$ cat src/rtl/lsu_pkg.sv
// Shared definitions for the load/store bus master: data-size encodings,
// FSM state enum, lane geometry and the illegal-operation check.
package lsu_pkg;

    localparam int LANES  = 4;
    localparam int LANE_W = 8;
    localparam int WORD_W = LANES * LANE_W;

    localparam logic [2:0] DMOP_B  = 3'b000;
    localparam logic [2:0] DMOP_H  = 3'b001;
    localparam logic [2:0] DMOP_W  = 3'b010;
    localparam logic [2:0] DMOP_BU = 3'b100;
    localparam logic [2:0] DMOP_HU = 3'b101;

    typedef enum logic [1:0] {
        ST_IDLE = 2'b00,
        ST_ACC0 = 2'b01,
        ST_ACC1 = 2'b10,
        ST_RESP = 2'b11
    } lsu_state_e;

    // Unsigned variants only make sense for loads.
    function automatic logic dmop_illegal(input logic [2:0] op, input logic wr);
        case (op)
            DMOP_B, DMOP_H, DMOP_W: return 1'b0;
            DMOP_BU, DMOP_HU:       return wr;
            default:                return 1'b1;
        endcase
    endfunction

endpackage

$ cat src/rtl/lsu_lane_align.sv
// Combinational lane steering: byte enables and store data for both halves of
// a possibly word-crossing access, plus load byte gather and extension.
module lsu_lane_align
    import lsu_pkg::*;
(
    input  logic [2:0]        dmop_i,
    input  logic [1:0]        off_i,
    input  logic [WORD_W-1:0] wdata_i,
    input  logic [WORD_W-1:0] lo_word_i,
    input  logic [23:0]       hi_word_i,
    output logic [LANES-1:0]  be_lo_o,
    output logic [LANES-1:0]  be_hi_o,
    output logic [WORD_W-1:0] wdata_lo_o,
    output logic [WORD_W-1:0] wdata_hi_o,
    output logic              cross_o,
    output logic [WORD_W-1:0] load_o
);

    logic [LANES-1:0]    mask_s;
    logic [2*LANES-1:0]  be8_s;
    logic [2*WORD_W-1:0] wd64_s;
    logic [WORD_W-1:0]   raw_s;

    always_comb begin
        case (dmop_i[1:0])
            2'b00:   mask_s = 4'b0001;
            2'b01:   mask_s = 4'b0011;
            default: mask_s = 4'b1111;
        endcase
        be8_s      = {4'b0000, mask_s} << off_i;
        wd64_s     = {32'h0000_0000, wdata_i} << {off_i, 3'b000};
        be_lo_o    = be8_s[3:0];
        be_hi_o    = be8_s[7:4];
        wdata_lo_o = wd64_s[31:0];
        wdata_hi_o = wd64_s[63:32];
        cross_o    = (be8_s[7:4] != 4'b0000);

        // Little-endian gather: low word supplies lanes off..3, high word the rest.
        case (off_i)
            2'b00:   raw_s = lo_word_i;
            2'b01:   raw_s = {hi_word_i[7:0],  lo_word_i[31:8]};
            2'b10:   raw_s = {hi_word_i[15:0], lo_word_i[31:16]};
            default: raw_s = {hi_word_i[23:0], lo_word_i[31:24]};
        endcase

        case (dmop_i)
            DMOP_B:  load_o = {{24{raw_s[7]}},  raw_s[7:0]};
            DMOP_H:  load_o = {{16{raw_s[15]}}, raw_s[15:0]};
            DMOP_BU: load_o = {24'h00_0000, raw_s[7:0]};
            DMOP_HU: load_o = {16'h0000, raw_s[15:0]};
            default: load_o = raw_s;
        endcase
    end

endmodule

$ cat src/rtl/lsu_bus_master.sv
// Load/store unit bus master: accepts one CPU access, splits word-crossing
// accesses into two memory cycles, and returns a one-cycle response.
module lsu_bus_master
    import lsu_pkg::*;
#(
    parameter int ADDR_W = 32
) (
    input  logic              clk,
    input  logic              rst,
    input  logic              req_valid,
    output logic              req_ready,
    input  logic              req_write,
    input  logic [2:0]        dmop,
    input  logic [ADDR_W-1:0] addr,
    input  logic [WORD_W-1:0] wdata,
    output logic              resp_valid,
    output logic              resp_err,
    output logic [WORD_W-1:0] rdata,
    output logic              mem_req,
    output logic              mem_we,
    output logic [ADDR_W-1:0] mem_addr,
    output logic [LANES-1:0]  mem_be,
    output logic [WORD_W-1:0] mem_wdata,
    input  logic              mem_ack,
    input  logic [WORD_W-1:0] mem_rdata
);

    lsu_state_e        state_q;
    logic              we_q;
    logic [2:0]        dmop_q;
    logic [1:0]        off_q;
    logic [WORD_W-1:0] wdata_q;
    logic [WORD_W-1:0] lo_q;
    logic              resp_valid_q, resp_err_q, mem_req_q, mem_we_q;
    logic [WORD_W-1:0] rdata_q, mem_wdata_q;
    logic [ADDR_W-1:0] mem_addr_q;
    logic [LANES-1:0]  mem_be_q;

    logic              idle_s;
    logic [2:0]        dmop_s;
    logic [1:0]        off_s;
    logic [WORD_W-1:0] wdata_s, lo_word_s, wdata_lo_s, wdata_hi_s, load_s;
    logic [LANES-1:0]  be_lo_s, be_hi_s;
    logic              cross_s;

    // In IDLE the aligner sees the incoming request, otherwise the captured one.
    assign idle_s    = (state_q == ST_IDLE);
    assign dmop_s    = idle_s ? dmop : dmop_q;
    assign off_s     = idle_s ? addr[1:0] : off_q;
    assign wdata_s   = idle_s ? wdata : wdata_q;
    assign lo_word_s = (state_q == ST_ACC1) ? lo_q : mem_rdata;

    lsu_lane_align u_align (
        .dmop_i     (dmop_s),
        .off_i      (off_s),
        .wdata_i    (wdata_s),
        .lo_word_i  (lo_word_s),
        .hi_word_i  (mem_rdata[23:0]),
        .be_lo_o    (be_lo_s),
        .be_hi_o    (be_hi_s),
        .wdata_lo_o (wdata_lo_s),
        .wdata_hi_o (wdata_hi_s),
        .cross_o    (cross_s),
        .load_o     (load_s)
    );

    assign req_ready  = idle_s & ~rst;
    assign resp_valid = resp_valid_q;
    assign resp_err   = resp_err_q;
    assign rdata      = rdata_q;
    assign mem_req    = mem_req_q;
    assign mem_we     = mem_we_q;
    assign mem_addr   = mem_addr_q;
    assign mem_be     = mem_be_q;
    assign mem_wdata  = mem_wdata_q;

    always_ff @(posedge clk or posedge rst) begin
        if (rst) begin
            state_q      <= ST_IDLE;
            we_q         <= 1'b0;
            dmop_q       <= 3'b000;
            off_q        <= 2'b00;
            wdata_q      <= 32'h0000_0000;
            lo_q         <= 32'h0000_0000;
            resp_valid_q <= 1'b0;
            resp_err_q   <= 1'b0;
            rdata_q      <= 32'h0000_0000;
            mem_req_q    <= 1'b0;
            mem_we_q     <= 1'b0;
            mem_addr_q   <= '0;
            mem_be_q     <= 4'b0000;
            mem_wdata_q  <= 32'h0000_0000;
        end else begin
            case (state_q)
                ST_IDLE: begin
                    if (req_valid) begin
                        we_q    <= req_write;
                        dmop_q  <= dmop;
                        off_q   <= addr[1:0];
                        wdata_q <= wdata;
                        rdata_q <= 32'h0000_0000;
                        if (dmop_illegal(dmop, req_write)) begin
                            state_q      <= ST_RESP;
                            resp_valid_q <= 1'b1;
                            resp_err_q   <= 1'b1;
                        end else begin
                            state_q     <= ST_ACC0;
                            mem_req_q   <= 1'b1;
                            mem_we_q    <= req_write;
                            mem_addr_q  <= {addr[ADDR_W-1:2], 2'b00};
                            mem_be_q    <= be_lo_s;
                            mem_wdata_q <= wdata_lo_s;
                        end
                    end
                end
                ST_ACC0, ST_ACC1: begin
                    if (mem_ack) begin
                        if (state_q == ST_ACC0 && cross_s) begin
                            state_q     <= ST_ACC1;
                            lo_q        <= mem_rdata;
                            mem_addr_q  <= mem_addr_q + ADDR_W'(3'd4);
                            mem_be_q    <= be_hi_s;
                            mem_wdata_q <= wdata_hi_s;
                        end else begin
                            state_q      <= ST_RESP;
                            resp_valid_q <= 1'b1;
                            rdata_q      <= we_q ? 32'h0000_0000 : load_s;
                            mem_req_q    <= 1'b0;
                            mem_we_q     <= 1'b0;
                            mem_addr_q   <= '0;
                            mem_be_q     <= 4'b0000;
                            mem_wdata_q  <= 32'h0000_0000;
                        end
                    end
                end
                ST_RESP: begin
                    state_q      <= ST_IDLE;
                    resp_valid_q <= 1'b0;
                    resp_err_q   <= 1'b0;
                    rdata_q      <= 32'h0000_0000;
                end
                default: state_q <= ST_IDLE;
            endcase
        end
    end

endmodule

$ cat config.mk
export PLATFORM = sky130hd
export DESIGN_NAME = lsu_bus_master
export DESIGN_NICKNAME = d
export VERILOG_FILES = /design/src/rtl/lsu_pkg.sv /design/src/rtl/lsu_lane_align.sv /design/src/rtl/lsu_bus_master.sv
export SDC_FILE = /design/constraint.sdc
export NUM_CORES = 1
export LEC_CHECK = 0
export BUFFER_PORTS_ARGS = -buffer_cell sky130_fd_sc_hd__clkbuf_2
export CAP_MARGIN = 5
export CORE_MARGIN = 1.5
export CORE_UTILIZATION = 50
export DETAILED_ROUTE_END_ITERATION = 12
export HOLD_SLACK_MARGIN = 0.03
export PLACE_DENSITY = 0.82
export SETUP_SLACK_MARGIN = 0.5
export SYNTH_ARGS = -nofsm -noshare
export SYNTH_HDL_FRONTEND = slang
export SYNTH_SLANG_ARGS = --single-unit
$ cat constraint.sdc
create_clock -name clk -period 5.9 [get_ports clk]
set_clock_uncertainty 0.05 [all_clocks]
set_input_delay 0.885 -clock clk [delete_from_list [all_inputs] [get_ports clk]]
set_output_delay 0.885 -clock clk [all_outputs]
set_load 0.02 [all_outputs]
Word-level counts from Yosys, hierarchy flattened --
Index checks and enable logic that the tools add are counted.
Operators by class: add/subtract/negate cells 1, $mul 0, div/mod/pow operators 0, order comparisons 0, equality and inequality tests 18, shift-type cells 2, mux-type cells 49, bitwise operators 2, reduce and logical (&&, ||, !) cells 20
Operator list (count):
- 32-bit two-way mux | 14
- 32-bit one-hot mux with 3 select lines | 2
- 32-bit one-hot mux with 2 select lines | 2
- 32-bit one-hot mux with 4 select lines | 1
- 32-bit by 5-bit << shifter with 64-bit output | 1
- 32-bit by 3-bit adder with 32-bit output, second input constant | 1
- 4-bit two-way mux | 4
- 4-bit one-hot mux with 2 select lines | 2
- 1-bit two-way mux | 13
- 3-bit equality test, second input constant | 4
- 3-bit AND reduction | 3
- 2-bit two-way mux | 4
- 2-bit inequality test, second input constant | 4
- 1-bit one-hot mux with 2 select lines | 4
- 4-bit AND reduction | 2
- 4-bit by 2-bit << shifter with 8-bit output | 1
- 2-bit by 1-bit equality test with 1-bit output, second input constant | 3
- 2-bit equality test, second input constant | 3
- 3-bit by 1-bit equality test with 1-bit output, second input constant | 2
- 2-bit zero test | 3
- 3-bit zero test | 2
- 2-bit one-hot mux with 3 select lines | 1
- 5-bit AND reduction | 1
- 2-bit AND reduction | 2
- other kinds (11) | 13
Storage, ports and cells: flip-flop bits (word level) 176, latch bits 0, RAM bits 0, bits in read-only memories 0, input port bits 104, output and inout port bits 105, logic and storage cells 106, memories 0

Logic depth before layout (Yosys ltp) --
word-level depth 10, depth in mapped cells 11, mapped depth without buffers 7

Cells and area by module --
A second synthesis with hierarchy kept.
Second synthesis, totals: cells, all modules 1059, area, all modules 10513.8 um2
By module, submodules not included:
- lsu_bus_master | times used 1, cells each 813, area an instance 8629.5 um2, sequential area each 4354.2 um2
- lsu_lane_align | times used 1, cells each 246, area an instance 1884.3 um2, sequential area each 0.0 um2

Worst setup path before layout --
OpenSTA, ideal clock, no wires.
path type input -> register, start in dmop[0], end reg mem_addr_q[28], in the netlist mem_addr[28], setup time 126 ps, data arrival time 2369 ps, data required time 5724 ps, path slack 3355 ps, stages 6, path buffers 1, path through buf_2 -> o21ai_0 -> a31oi_1 -> or4b_4 -> o221a_1 -> a221o_1
On the way: cells in the longest elaborated chain, start to end 9, elaborated cells between the ends (all ways) 22, classes of those cells 6 x eq/ne; 1 x shift; 8 x mux; 7 x reduce/logical
RTL lines:
- start: declaration | RTL line lsu_bus_master.sv:13 | input logic [2:0] dmop,
- 3-bit two-way mux | RTL line lsu_bus_master.sv:48 | assign dmop_s = idle_s ? dmop : dmop_q;
- 2-bit by 1-bit equality test with 1-bit output / 2-bit zero test (equally long branches) | RTL line lsu_lane_align.sv:25 | case (dmop_i[1:0])
- 4-bit one-hot mux with 2 select lines | RTL line lsu_lane_align.sv:25
- 4-bit by 2-bit << shifter with 8-bit output | RTL line lsu_lane_align.sv:30 | be8_s = {4'b0000, mask_s} << off_i;
- 4-bit nonzero test | RTL line lsu_lane_align.sv:36 | cross_o = (be8_s[7:4] != 4'b0000);
- 1-bit logical AND | RTL line lsu_bus_master.sv:118 | if (state_q == ST_ACC0 && cross_s) begin
- 32-bit two-way mux | RTL line lsu_bus_master.sv:118
- 32-bit two-way mux | RTL line lsu_bus_master.sv:117 | if (mem_ack) begin
- 32-bit one-hot mux with 2 select lines | RTL line lsu_bus_master.sv:94 | case (state_q)
- end signal: assignment | RTL line lsu_bus_master.sv:110 | mem_addr_q <= {addr[ADDR_W-1:2], 2'b00};
- end signal: assignment | RTL line lsu_bus_master.sv:121 | mem_addr_q <= mem_addr_q + ADDR_W'(3'd4);
- end: declaration | RTL line lsu_bus_master.sv:36 | logic [ADDR_W-1:0] mem_addr_q;
Several ways; a longest one is shown, not always the timed one. The select of a mux whose other input is x is not followed. A chain may end at the register's enable or synchronous reset.

Worst setup path in the final report --
start reg state_q[1], end reg mem_wdata_q[22], in the netlist mem_wdata[22]
On the way: cells in the longest elaborated chain, start to end 10, elaborated cells between the ends (all ways) 24, classes of those cells 6 x eq/ne; 2 x shift; 9 x mux; 7 x reduce/logical
RTL lines:
- start: declaration | RTL line lsu_bus_master.sv:28 | lsu_state_e state_q;
- start signal: assignment | RTL line lsu_bus_master.sv:79 | state_q <= ST_IDLE;
- start signal: assignment | RTL line lsu_bus_master.sv:103 | state_q <= ST_RESP;
- start signal: assignment | RTL line lsu_bus_master.sv:107 | state_q <= ST_ACC0;
- 2-bit zero test | RTL line lsu_bus_master.sv:47, lsu_bus_master.sv:94
- 3-bit two-way mux | RTL line lsu_bus_master.sv:48
- 2-bit by 1-bit equality test with 1-bit output / 2-bit zero test (equally long branches) | RTL line lsu_lane_align.sv:25
- 4-bit one-hot mux with 2 select lines | RTL line lsu_lane_align.sv:25
- 4-bit by 2-bit << shifter with 8-bit output | RTL line lsu_lane_align.sv:30
- 4-bit nonzero test | RTL line lsu_lane_align.sv:36
- 1-bit logical AND | RTL line lsu_bus_master.sv:118
- 32-bit two-way mux | RTL line lsu_bus_master.sv:118
- 32-bit two-way mux | RTL line lsu_bus_master.sv:117
- 32-bit one-hot mux with 2 select lines | RTL line lsu_bus_master.sv:94
- end signal: assignment | RTL line lsu_bus_master.sv:112 | mem_wdata_q <= wdata_lo_s;
- end signal: assignment | RTL line lsu_bus_master.sv:123 | mem_wdata_q <= wdata_hi_s;
- end: declaration | RTL line lsu_bus_master.sv:35 | logic [WORD_W-1:0] rdata_q, mem_wdata_q;
Several ways; a longest one is shown, not always the timed one. The select of a mux whose other input is x is not followed.

==> out/qor.txt <==
Fillers = 1676
Die Ht = 145.8 um
Largest net degree at the start of global routing = 81
Unrepaired setup endpoints after global routing = false
Most used DFF post-synth = dfrtp_1
Worst Hold Class = reg2reg
DR iter-0 viols = 807
First-pass GRT wire length = 46150 um
Hold_buf cts = 0
Initial Util = 0.5071
Sequential area share after synthesis = 0.4271
Worst-margin pin slew = 1.223 ns
Clock sink total = 174
Worst-path clk slew = 0.07 ns
Top delay family on crit path = buffers and inverters
CP arrival = 4.25 ns
Synthesized cell area = 10190 um2
Diode count = 0
Fmax = 251.3 MHz
Dpl cell area = 11320 um2
Synth unique cells = 74
Max-Cap Viols = 0
Fraction of registers with async set/reset = 1.000
Placer Congestion = 0.9095
DRT Pass-1 Iters = 7
Most frequent cells in the layout = clkbuf_2 (206), dfrtp_1 (174), mux2i_1 (92)
Final worst slack = 1.920 ns
Root Buffer = clkbuf_16
Setup_tns = 0 ns
Highest-delay cell along the critical path = or2_2
Reg2reg setup slack = 1.92 ns
Share of layout cells above drive strength 1 = 0.3076
Hold slack = 0.4472 ns
Die W = 145.8 um
Final setup fails = 0
Synth Register Bits = 174
Worst Setup Start Kind = register
Total power divided by cell area = 643.8 nW/um2
Kind of critical path = reg2reg
Post-CTS Resized = 0
Avg Vias per Cell = 6.237
Critical path cell sequence = inv_1 > ha_1 > inv_1 > o22ai_1 > buf_4 > or2_2 > buf_4 > a22oi_1 > o21ai_0
Worst skew pair latency = 0.43 ns
Congestion Overflow GR = 0
Setup Fix Bufs, Post-CTS = 0
Antenna violations before repair = 1
Number of flops mapped to enable cells by yosys = 0
Port Buf Inserts = 206
Post-layout min period = 3.980 ns
Post-DP HPWL = 20810 um
Total power = 7643 uW
NumNets Final = 1265
Vias in the first global route = 8511
CP Capture Type = register
CTS tree = done
Die area = 21250 um2
Final hold violation count = 0
Core area = 20100 um2
Syn Area/Cell = 10.32 um2
CP Launch Point = state_q[1]
CTS Buffer Depth = 2
All-Layer GR Usage = 0.2742
Status = complete, no violations
Worst r2r src = state_q[1]
DRC viols = 0
Max-slew violation count = 0
Worst path max stage delay = 0.82 ns
Worst vdd ir = 307.3 uV
ANT nets after route = 0
Commonest non-fill, non-tap cell in the layout = clkbuf_2
Worst endpoint required time = 6.17 ns
Syn Inst Count = 988
HP Start = mem_wdata[26]
H-tree depth = 4
Area Overhead vs Synth = 16.46%
IO Pins = 209
Total number of vias = 8963
CP max FO = 55
Post-DR wirelength/cell = 20.44 um
Num CTS Buffers = 17
YS warnings = 0
Place WS = 2.053 ns
Row cnt = 52
Leak = 0.005467 uW
Worst Path Buf+Inv = 4
Final wirelength = 29370 um
Slew HR = 0.1847
Final instance area = 11870 um2
Final cycle utilization of the critical path = 0.6746
-- sequential cells by signal, summed over array words and instances (netlist names) --
name,flops
lo_q,32
mem_wdata,32
rdata,32
wdata_q,32
mem_addr,30
mem_be,4
dmop_q,3
off_q,2
state_q,2
mem_req,1
mem_we,1
resp_err,1
resp_valid,1
we_q,1
-- Yosys cell counts, types with 7 or more instances --
master,instances,share of area
buf_2,34,0.017
a221o_1,16,0.016
nand3b_1,7,0.0052
nand4_1,8,0.0049
clkbuf_1,25,0.0092
dfrtp_1,174,0.43
inv_1,32,0.012
nand2_1,59,0.022
a221oi_1,11,0.0094
o22ai_1,18,0.011
a22o_1,37,0.032
a22oi_1,23,0.017
nor2_1,59,0.022
o32a_1,8,0.0079
nor3b_1,7,0.0052
o211ai_1,15,0.011
nand3_1,9,0.0044
mux2i_1,93,0.091
nor3_1,10,0.0049
a21oi_1,44,0.022
o22a_1,9,0.0077
nand2b_1,7,0.0043
mux2_2,81,0.089
o21ai_0,49,0.024
and3_1,7,0.0043
and2_1,10,0.0061
a211oi_1,18,0.013
nor2b_1,18,0.011
ha_1,7,0.0086
-- tightest hold or removal path: cells and delay by family, from the launching register on --
family,cells,cell delay [ns]
simple gates,1,0.05
compound gates,1,0.06
flops,1,0.35
-- power by group --
part           switching (uW)  leakage [uW]  internal [uW]
logic                    2660       0.00300           1710
registers                 482       0.00220           1730
clock network             504      0.000263            558
-- logic make-up after synthesis --
group                      count (synthesis)  synth area share
xor gates and xnor gates                   2          0.001719
buffers and inverters                    106           0.05020
and+or+nand+nor                          230            0.1202
adders and majority gates                  7          0.008591
other                                      1         0.0003678
DFF                                      174            0.4271
AOI/OAI and AO/OA                        292            0.2075
muxes                                    176            0.1843
-- cell type report --
| class | count | area (um2) | area share |
|---|---|---|---|
| flip-flops and latches | 174 | 4354 | 0.3667 |
| clock buffers | 19 | 442.9 | 0.03731 |
| multi-input cells | 709 | 5355 | 0.4511 |
| repair buffers | 220 | 1149 | 0.09674 |
| inverters | 32 | 123.9 | 0.01043 |
| clock inverters | 13 | 110.1 | 0.009274 |
| well taps | 270 | 337.8 | 0.02845 |
-- path summary, 6_finish.rpt --
kind,to,depth (start not counted)
worst max register to register,mem_wdata[22],9
worst min-delay path,mem_wdata[26],2
max in group asynchronous,mem_we,3
worst max-delay path,mem_wdata[22],9
min in group asynchronous,wdata_q[31],2
worst min register to register,mem_wdata[26],2
-- metrics by stage --
step / utilization / cells
after global routing: 0.5906 / 1437
final: 0.5906 / 1437
after global placement: 0.5630 / 1405
after detailed placement: 0.5630 / 1405
after CTS: 0.5906 / 1437
after floorplan: - / 989
-- routing by layer --
layer / up-vias / part of all wire / GRT usage
met5: - / 0 / 0
met4: 0 / 0.027 / 0.1026
met3: 56 / 0.093 / 0.06520
met2: 483 / 0.46 / 0.4067
met1: 4348 / 0.42 / 0.3900
li1: 4076 / - / -
Note: power is estimated with default switching activity, not from simulation.
